## src/rtl/axis_pkt_arbiter_if.sv

```systemverilog
// ---------------------------------------------------------------------------
// axis_pkt_arbiter_if
//
// Minimal AXI-Stream bundle used by axis_pkt_arbiter for its two source
// ports and its single output port.
//
// Signals:
//   tdata   DATA_WIDTH  payload
//   tvalid  1           beat valid
//   tlast   1           last beat of packet
//   tready  1           sink ready
//
// Modports:
//   master  drives tdata/tvalid/tlast, receives tready (the arbiter output)
//   slave   receives tdata/tvalid/tlast, drives tready (the arbiter inputs)
// ---------------------------------------------------------------------------
interface axis_pkt_arbiter_if #(
    parameter int DATA_WIDTH = 64
) ();

    logic [DATA_WIDTH-1:0] tdata;
    logic                  tvalid;
    logic                  tlast;
    logic                  tready;

    modport master (
        output tdata,
        output tvalid,
        output tlast,
        input  tready
    );

    modport slave (
        input  tdata,
        input  tvalid,
        input  tlast,
        output tready
    );

endinterface

```

## src/rtl/axis_pkt_arbiter.sv

```systemverilog
// ---------------------------------------------------------------------------
// axis_pkt_arbiter
//
// Packet-granular round-robin arbiter sharing one AXI-Stream path to the DMA
// between two sources (port 0: sample data, port 1: events/status). A grant
// is held for a whole packet so beats of different packets never interleave.
// The output is a single registered stage. A watchdog bounds packet length
// to MAX_BEATS beats by forcing tlast and releasing the grant.
//
// Parameters:
//   DATA_WIDTH     stream data width in bits
//   MAX_BEATS      packet length limit in beats (>= 2)
//
// Ports:
//   clk            stream clock
//   rstn           synchronous, active-low reset
//   port_enable    bit n allows port n to win arbitration (looked at in IDLE)
//   s0_axis        source port 0 (slave modport)
//   s1_axis        source port 1 (slave modport)
//   m_axis         registered output towards the DMA (master modport)
//   owner          one-hot current grant, 2'b00 while idle
//   pkt_count0/1   packets forwarded per port, wrapping 16-bit counters
//   beat_overflow  sticky flag, set when the watchdog truncates a packet
// ---------------------------------------------------------------------------
module axis_pkt_arbiter #(
    parameter int DATA_WIDTH = 64,
    parameter int MAX_BEATS  = 4096
) (
    input  logic                      clk,
    input  logic                      rstn,
    input  logic [1:0]                port_enable,
    axis_pkt_arbiter_if.slave         s0_axis,
    axis_pkt_arbiter_if.slave         s1_axis,
    axis_pkt_arbiter_if.master        m_axis,
    output logic [1:0]                owner,
    output logic [15:0]               pkt_count0,
    output logic [15:0]               pkt_count1,
    output logic                      beat_overflow
);

    // Counter only needs to reach MAX_BEATS-1; the watchdog ends the packet
    // there, so the counter is never asked to hold MAX_BEATS itself.
    localparam int               CNT_W     = (MAX_BEATS > 2) ? $clog2(MAX_BEATS) : 1;
    localparam logic [CNT_W-1:0] LAST_BEAT = CNT_W'(MAX_BEATS - 1);

    typedef enum logic [1:0] {
        IDLE   = 2'd0,
        GRANT0 = 2'd1,
        GRANT1 = 2'd2
    } state_t;

    // -----------------------------------------------------------------------
    // Registered state
    // -----------------------------------------------------------------------
    state_t                  state_q,         state_d;
    logic                    last_grant_q,    last_grant_d;
    logic [CNT_W-1:0]        beat_cnt_q,      beat_cnt_d;
    logic [DATA_WIDTH-1:0]   m_tdata_q,       m_tdata_d;
    logic                    m_tvalid_q,      m_tvalid_d;
    logic                    m_tlast_q,       m_tlast_d;
    logic [15:0]             pkt_count0_q,    pkt_count0_d;
    logic [15:0]             pkt_count1_q,    pkt_count1_d;
    logic                    beat_overflow_q, beat_overflow_d;

    // -----------------------------------------------------------------------
    // Per-port view of the two source interfaces
    // -----------------------------------------------------------------------
    logic [DATA_WIDTH-1:0]   src_data [2];
    logic [1:0]              src_valid;
    logic [1:0]              src_last;
    logic [1:0]              src_ready;
    logic [1:0]              req;
    logic [1:0]              acc;
    logic [1:0]              grant;
    logic                    out_free;

    assign src_data[0]  = s0_axis.tdata;
    assign src_data[1]  = s1_axis.tdata;
    assign src_valid[0] = s0_axis.tvalid;
    assign src_valid[1] = s1_axis.tvalid;
    assign src_last[0]  = s0_axis.tlast;
    assign src_last[1]  = s1_axis.tlast;

    assign s0_axis.tready = src_ready[0];
    assign s1_axis.tready = src_ready[1];

    for (genvar gi = 0; gi < 2; gi++) begin : g_port
        // A disabled port never requests, but an already granted port is
        // served to the end of its packet regardless of its enable bit.
        assign req[gi]       = src_valid[gi] && port_enable[gi];
        // Ready depends only on registered state and m_axis.tready, never on
        // the source's own tvalid.
        assign src_ready[gi] = grant[gi] && out_free;
        assign acc[gi]       = src_valid[gi] && src_ready[gi];
    end

    // -----------------------------------------------------------------------
    // Beat selection and packet-end detection
    // -----------------------------------------------------------------------
    logic                  acc_any;
    logic                  sel_last;
    logic [DATA_WIDTH-1:0] sel_data;
    logic                  watchdog;
    logic                  eop;

    always_comb begin
        acc_any  = |acc;
        sel_last = grant[1] ? src_last[1] : src_last[0];
        sel_data = grant[1] ? src_data[1] : src_data[0];
        // The MAX_BEATS-th beat of a packet without tlast closes the packet.
        watchdog = acc_any && (beat_cnt_q == LAST_BEAT) && !sel_last;
        eop      = acc_any && (sel_last || watchdog);
    end

    // -----------------------------------------------------------------------
    // FSM: state register
    // -----------------------------------------------------------------------
    always_ff @(posedge clk) begin
        if (!rstn) begin
            state_q <= IDLE;
        end else begin
            state_q <= state_d;
        end
    end

    // -----------------------------------------------------------------------
    // FSM: next-state logic
    // -----------------------------------------------------------------------
    always_comb begin
        state_d = state_q;
        unique case (state_q)
            IDLE: begin
                if (req == 2'b11) begin
                    // Tie goes to the port that did not win last time.
                    state_d = last_grant_q ? GRANT0 : GRANT1;
                end else if (req[0]) begin
                    state_d = GRANT0;
                end else if (req[1]) begin
                    state_d = GRANT1;
                end
            end
            GRANT0, GRANT1: begin
                if (eop) begin
                    state_d = IDLE;
                end
            end
            default: state_d = IDLE;
        endcase
    end

    // -----------------------------------------------------------------------
    // FSM: outputs
    // -----------------------------------------------------------------------
    always_comb begin
        grant    = 2'b00;
        out_free = !m_tvalid_q || m_axis.tready;
        unique case (state_q)
            GRANT0:  grant = 2'b01;
            GRANT1:  grant = 2'b10;
            default: grant = 2'b00;
        endcase
    end

    // -----------------------------------------------------------------------
    // Datapath, counters and flags
    // -----------------------------------------------------------------------
    always_comb begin
        m_tdata_d       = m_tdata_q;
        m_tvalid_d      = m_tvalid_q;
        m_tlast_d       = m_tlast_q;
        last_grant_d    = last_grant_q;
        beat_cnt_d      = beat_cnt_q;
        pkt_count0_d    = pkt_count0_q;
        pkt_count1_d    = pkt_count1_q;
        beat_overflow_d = beat_overflow_q;

        // Output register: load on accept, drain when the sink takes the
        // beat and nothing replaces it. tdata is left holding its last value.
        if (acc_any) begin
            m_tdata_d  = sel_data;
            m_tvalid_d = 1'b1;
            m_tlast_d  = sel_last || watchdog;
        end else if (m_axis.tready) begin
            m_tvalid_d = 1'b0;
            m_tlast_d  = 1'b0;
        end

        // Counter is held at zero in IDLE so every grant starts from zero.
        if (state_q == IDLE) begin
            beat_cnt_d = '0;
        end else if (acc_any) begin
            beat_cnt_d = beat_cnt_q + CNT_W'(1);
        end

        if (state_q == IDLE && req == 2'b11) begin
            last_grant_d = (state_d == GRANT1);
        end

        if (eop) begin
            last_grant_d = grant[1];
            if (grant[0]) begin
                pkt_count0_d = pkt_count0_q + 16'd1;
            end else begin
                pkt_count1_d = pkt_count1_q + 16'd1;
            end
        end

        if (watchdog) begin
            beat_overflow_d = 1'b1;
        end
    end

    always_ff @(posedge clk) begin
        if (!rstn) begin
            last_grant_q    <= 1'b1;
            beat_cnt_q      <= '0;
            m_tdata_q       <= '0;
            m_tvalid_q      <= 1'b0;
            m_tlast_q       <= 1'b0;
            pkt_count0_q    <= 16'd0;
            pkt_count1_q    <= 16'd0;
            beat_overflow_q <= 1'b0;
        end else begin
            last_grant_q    <= last_grant_d;
            beat_cnt_q      <= beat_cnt_d;
            m_tdata_q       <= m_tdata_d;
            m_tvalid_q      <= m_tvalid_d;
            m_tlast_q       <= m_tlast_d;
            pkt_count0_q    <= pkt_count0_d;
            pkt_count1_q    <= pkt_count1_d;
            beat_overflow_q <= beat_overflow_d;
        end
    end

    assign m_axis.tdata  = m_tdata_q;
    assign m_axis.tvalid = m_tvalid_q;
    assign m_axis.tlast  = m_tlast_q;
    assign owner         = grant;
    assign pkt_count0    = pkt_count0_q;
    assign pkt_count1    = pkt_count1_q;
    assign beat_overflow = beat_overflow_q;

endmodule
```

## src/flat_wrapper.sv

```systemverilog
// flat-port wrapper written by rule: the top's interface ports become plain ports
module axis_pkt_arbiter_flat 
#(
    parameter int DATA_WIDTH = 64,
    parameter int MAX_BEATS  = 4096
)
  (clk, rstn, port_enable, owner, pkt_count0, pkt_count1, beat_overflow, s0_axis_tdata, s0_axis_tvalid, s0_axis_tlast, s0_axis_tready, s1_axis_tdata, s1_axis_tvalid, s1_axis_tlast, s1_axis_tready, m_axis_tdata, m_axis_tvalid, m_axis_tlast, m_axis_tready);
  axis_pkt_arbiter_if #(.DATA_WIDTH(DATA_WIDTH)) s0_axis_i ();
  axis_pkt_arbiter_if #(.DATA_WIDTH(DATA_WIDTH)) s1_axis_i ();
  axis_pkt_arbiter_if #(.DATA_WIDTH(DATA_WIDTH)) m_axis_i ();
  input  logic clk;
  input  logic rstn;
  input  logic [1:0] port_enable;
  output logic [1:0] owner;
  output logic [15:0] pkt_count0;
  output logic [15:0] pkt_count1;
  output logic beat_overflow;
  input wire logic [$bits(s0_axis_i.tdata)-1:0] s0_axis_tdata;
  input wire logic [$bits(s0_axis_i.tvalid)-1:0] s0_axis_tvalid;
  input wire logic [$bits(s0_axis_i.tlast)-1:0] s0_axis_tlast;
  output wire logic [$bits(s0_axis_i.tready)-1:0] s0_axis_tready;
  input wire logic [$bits(s1_axis_i.tdata)-1:0] s1_axis_tdata;
  input wire logic [$bits(s1_axis_i.tvalid)-1:0] s1_axis_tvalid;
  input wire logic [$bits(s1_axis_i.tlast)-1:0] s1_axis_tlast;
  output wire logic [$bits(s1_axis_i.tready)-1:0] s1_axis_tready;
  output wire logic [$bits(m_axis_i.tdata)-1:0] m_axis_tdata;
  output wire logic [$bits(m_axis_i.tvalid)-1:0] m_axis_tvalid;
  output wire logic [$bits(m_axis_i.tlast)-1:0] m_axis_tlast;
  input wire logic [$bits(m_axis_i.tready)-1:0] m_axis_tready;
  assign s0_axis_i.tdata = s0_axis_tdata;
  assign s0_axis_i.tvalid = s0_axis_tvalid;
  assign s0_axis_i.tlast = s0_axis_tlast;
  assign s0_axis_tready = s0_axis_i.tready;
  assign s1_axis_i.tdata = s1_axis_tdata;
  assign s1_axis_i.tvalid = s1_axis_tvalid;
  assign s1_axis_i.tlast = s1_axis_tlast;
  assign s1_axis_tready = s1_axis_i.tready;
  assign m_axis_tdata = m_axis_i.tdata;
  assign m_axis_tvalid = m_axis_i.tvalid;
  assign m_axis_tlast = m_axis_i.tlast;
  assign m_axis_i.tready = m_axis_tready;
  axis_pkt_arbiter #(.DATA_WIDTH(DATA_WIDTH), .MAX_BEATS(MAX_BEATS)) u_core (.clk(clk), .rstn(rstn), .port_enable(port_enable), .s0_axis(s0_axis_i), .s1_axis(s1_axis_i), .m_axis(m_axis_i), .owner(owner), .pkt_count0(pkt_count0), .pkt_count1(pkt_count1), .beat_overflow(beat_overflow));
endmodule
```

## config.mk

```make
export PLATFORM = sky130hd
export DESIGN_NAME = axis_pkt_arbiter_flat
export DESIGN_NICKNAME = d
export VERILOG_FILES = /design/src/rtl/axis_pkt_arbiter_if.sv /design/src/rtl/axis_pkt_arbiter.sv /design/src/flat_wrapper.sv
export SDC_FILE = /design/constraint.sdc
export NUM_CORES = 1
export LEC_CHECK = 0
export CELL_PAD_IN_SITES_DETAIL_PLACEMENT = 0
export CELL_PAD_IN_SITES_GLOBAL_PLACEMENT = 1
export CORE_ASPECT_RATIO = 0.8
export CORE_MARGIN = 4
export CORE_UTILIZATION = 31
export CTS_CLUSTER_SIZE = 8
export DETAILED_ROUTE_END_ITERATION = 12
export PLACE_DENSITY = 0.78
export SETUP_SLACK_MARGIN = 0.2
export SYNTH_ARGS = -nofsm -noshare
export SYNTH_HDL_FRONTEND = slang
export SYNTH_SLANG_ARGS = --single-unit
```

## constraint.sdc

```tcl
create_clock -name clk -period 2.8 [get_ports clk]
set_input_delay 0.56 -clock clk [delete_from_list [all_inputs] [get_ports clk]]
set_output_delay 0.56 -clock clk [all_outputs]
set_load 0.02 [all_outputs]
```

==> summary.txt <==
Critical path
  – Worst path top cell family by delay: buffers and inverters
  – Most used cell, CP: clkdlybuf4s50_1
  – CP Cell Sequence: clkdlybuf4s50_1, nand2b_2, and2_1, clkdlybuf4s50_1
  – Slowest CP cell: clkdlybuf4s50_1
  – Worst setup endpoint: s0_axis_tready
  – Register-to-Register Setup Slack: 0.54 ns
  – Crit path largest cell delay: 0.60 ns
  – Worst r2r dst: u_core.pkt_count1[3]
  – Buf/Inv on CP: 2
  – Crit path depth: 4
  – Setup crit start kind: primary input
  – CP endpoint kind: primary output
  – Arr. time, crit path: 1.98 ns
  – Worst reg2reg path startpoint: u_core.state_q[0]
  – Required @ worst endpoint: 2.24 ns
  – CP startpoint: m_axis_tready
  – Reg2Reg Depth: 7
  – Crit Path Max Fanout: 4
  – Critical path class: primary input to primary output

Detailed routing
  – Vias per cell: 5.075
  – Initial DRC count: 278
  – DRT Wirelength: 16.92 mm
  – Wire per inst: 16.02 um
  – Vias post-DR: 5359
  – # DRC: 0
  – Drt first pass iters: 4
  – Final ANT Viol Nets: 0

Timing
  – Fin Setup TNS: 0 ns
  – Clock skew: 0.007624 ns
  – RSZ-0062 raised after global routing: no
  – # setup viols final: 0
  – Final Hold Slack: 0.4734 ns
  – Crit share post-route: 90.65%
  – Max Fclk: 394.0 MHz
  – Max-slew violations: 0
  – Slew headroom: 57.55%
  – Final hold violation count: 0
  – Minimum clock period: 2.538 ns
  – Worst slew pin tran: 0.6368 ns

Clock network
  – Inserted Clock Buffers: 17
  – Skew-Pair Late Insertion Delay: 0.41 ns
  – Clock Pin Slew Worst Setup and Hold Paths: 0.05 ns
  – Root cell of the clock tree: clkbuf_16
  – Hold-fix buffers, CTS: 0
  – H-tree levels: 4
  – CTS tree: built
  – Clock sink count: 114
  – Clk buf depth: 2

Place
  – I/O Buffers: 239
  – Routability Congestion: 0.8484
  – DP HPWL: 12.34 mm
  – Post-placement cell area: 8083 um2

Cells and area
  – Final core utilization: 49.83%
  – # fillers: 1601
  – Commonest non-fill, non-tap cell in the layout: clkdlybuf4s50_1
  – Ant. Diodes: 0
  – Layout area overhead: 57.55%
  – Fraction of layout cells with a size suffix above 1: 6.739%
  – Post-route design area: 8632 um2
  – Fin nets: 963
  – Most frequent cells in the layout: 238 x clkdlybuf4s50_1, 114 x dfxtp_1, 72 x nor2_1

Global routing
  – Initial antenna violation count: 0
  – GRT overflow: 0
  – Pin count of the biggest net entering global routing: 65
  – First-pass GRT wire length: 27.21 mm
  – Vias in the first global route: 5324
  – Total GRT Usage: 16.91%

Power and ir drop
  – Power Density: 580.8 nW/um2
  – Worst VDD drop: 0.3744 mV
  – Leakage: 2.822 nW

Synth
  – Synth Net Count: 743
  – Post-synthesis register bit count: 114
  – Primary FF master, synth: dfxtp_1
  – Yosys cell types: 47
  – Synth area leader: dfxtp_1
  – Synth Cell Area: 5479 um2
  – Fraction of registers with async set/reset: 0%
  – Synth top area share: 41.65%
  – Mean Syn Cell Area: 9.147 um2
  – Yosys warns: 0
  – Top post-synthesis cells by area: dfxtp_1 42%, mux2i_1 13%, a211oi_1 8.8%, nor2_1 4.9%, a21oi_1 2.6%
  – Gate Count Post-Synth: 599
  – Register area share after synthesis: 41.65%
  – EDFF count, synth: 0

Floorplan
  – Ports: 240
  – Initial Util: 31.63%
  – Die area: 19880 um2
  – Die width: 156.6 um
  – Die height: 126.9 um
  – FP Rows: 43
  – Core area: 17320 um2

Run status
  – Run status: finished, final reports clean

Job
  – Max_cap viols: 0

Worst hold path
  – Hold Path Class: register to register
==> cell families (layout without fill, tap and decap cells) <==
group	after synthesis	after routing	synth area share (%)
compound gates	141	141	18.29
xor+xnor	7	7	1.119
fa+ha+maj	7	7	1.598
buf+inv	56	288	4.818
flops	114	114	41.65
mux	71	71	12.99
simple gates	203	203	19.53
==> power by group <==
group | switching, mW | internal, mW | leakage, nW
registers | 0.0720 | 1.75 | 0.926
clock network | 0.748 | 1.22 | 0.264
logic | 0.619 | 0.604 | 1.63
total | 1.44 | 3.57 | 2.82
==> per-layer routing <==
metal	up-vias	track usage, %	wire length (um)
met5	-	0	0
met4	0	6.429	231
met3	20	6.003	1399
met2	179	28.25	8355
met1	2469	19.90	6936
li1	2691	-	-
==> tightest hold or removal path, delay by kind of cell (launching register included) <==
kind | cells | cell delay (ns)
AOI/OAI and AO/OA | 2 | 0.11
DFF | 1 | 0.31
==> metrics by stage <==
step	setup WS, ns	cells	power, mW
after global routing	0.2174	1056	5.265
after global placement	0.1431	1025	3.060
after floorplan	0.4520	599	2.496
after detailed placement	0.1188	1025	3.082
after CTS	0.2178	1056	5.076
final	0.2619	1056	5.013
==> state kept, by name, indices dropped and copies added (netlist names) <==
| name | count |
|---|---|
| u_core.m_axis.tlast | 1 |
| u_core.pkt_count1 | 16 |
| u_core.beat_cnt_q | 12 |
| u_core.beat_overflow | 1 |
| u_core.m_axis.tdata | 64 |
| u_core.state_q | 2 |
| u_core.m_axis.tvalid | 1 |
| u_core.last_grant_q | 1 |
| u_core.pkt_count0 | 16 |
==> worst min-delay path by stage <==
stage | start | end | slack [ns] | cells past startpoint
floorplan | u_core.beat_cnt_q[1] | u_core.beat_cnt_q[1] | 0.45 | 2
global placement | u_core.beat_cnt_q[1] | u_core.beat_cnt_q[1] | 0.46 | 2
detailed placement | u_core.pkt_count1[15] | u_core.pkt_count1[15] | 0.47 | 2
CTS | u_core.pkt_count1[15] | u_core.pkt_count1[15] | 0.47 | 2
global route | u_core.beat_overflow | u_core.beat_overflow | 0.50 | 1
finish | u_core.pkt_count1[15] | u_core.pkt_count1[15] | 0.47 | 2
==> cell usage after synthesis (7+ instances only) <==
library cell	number
clkbuf_1	23
buf_2	15
dfxtp_1	114
mux2i_1	70
ha_1	7
nand2b_1	9
and3_1	7
a21oi_1	28
nand4_1	18
o21a_1	7
and4_1	7
or4_1	18
and2_1	9
o21ai_0	8
o31ai_1	18
a211oi_1	64
nor2_1	72
nand3_1	11
nand2_1	26
nor4_1	11
==> final cells by class <==
type	instances	area [um2]	area share, %
well taps	225	281.5	3.261
clock buffers	19	442.9	5.131
multi-input cells	429	2963	34.32
inverters	5	18.77	0.2174
flip-flops and latches	114	2282	26.44
clock inverters	12	92.59	1.073
repair buffers	252	2551	29.56
==> repair_timing <==
item	in CTS	in global routing
hold endpoints to repair	0	0
resized for setup	3	1
endpoints found under the setup margin	2	1
setup buffers	0	0
cloned	0	0
Power figures use the tool's default switching activity.
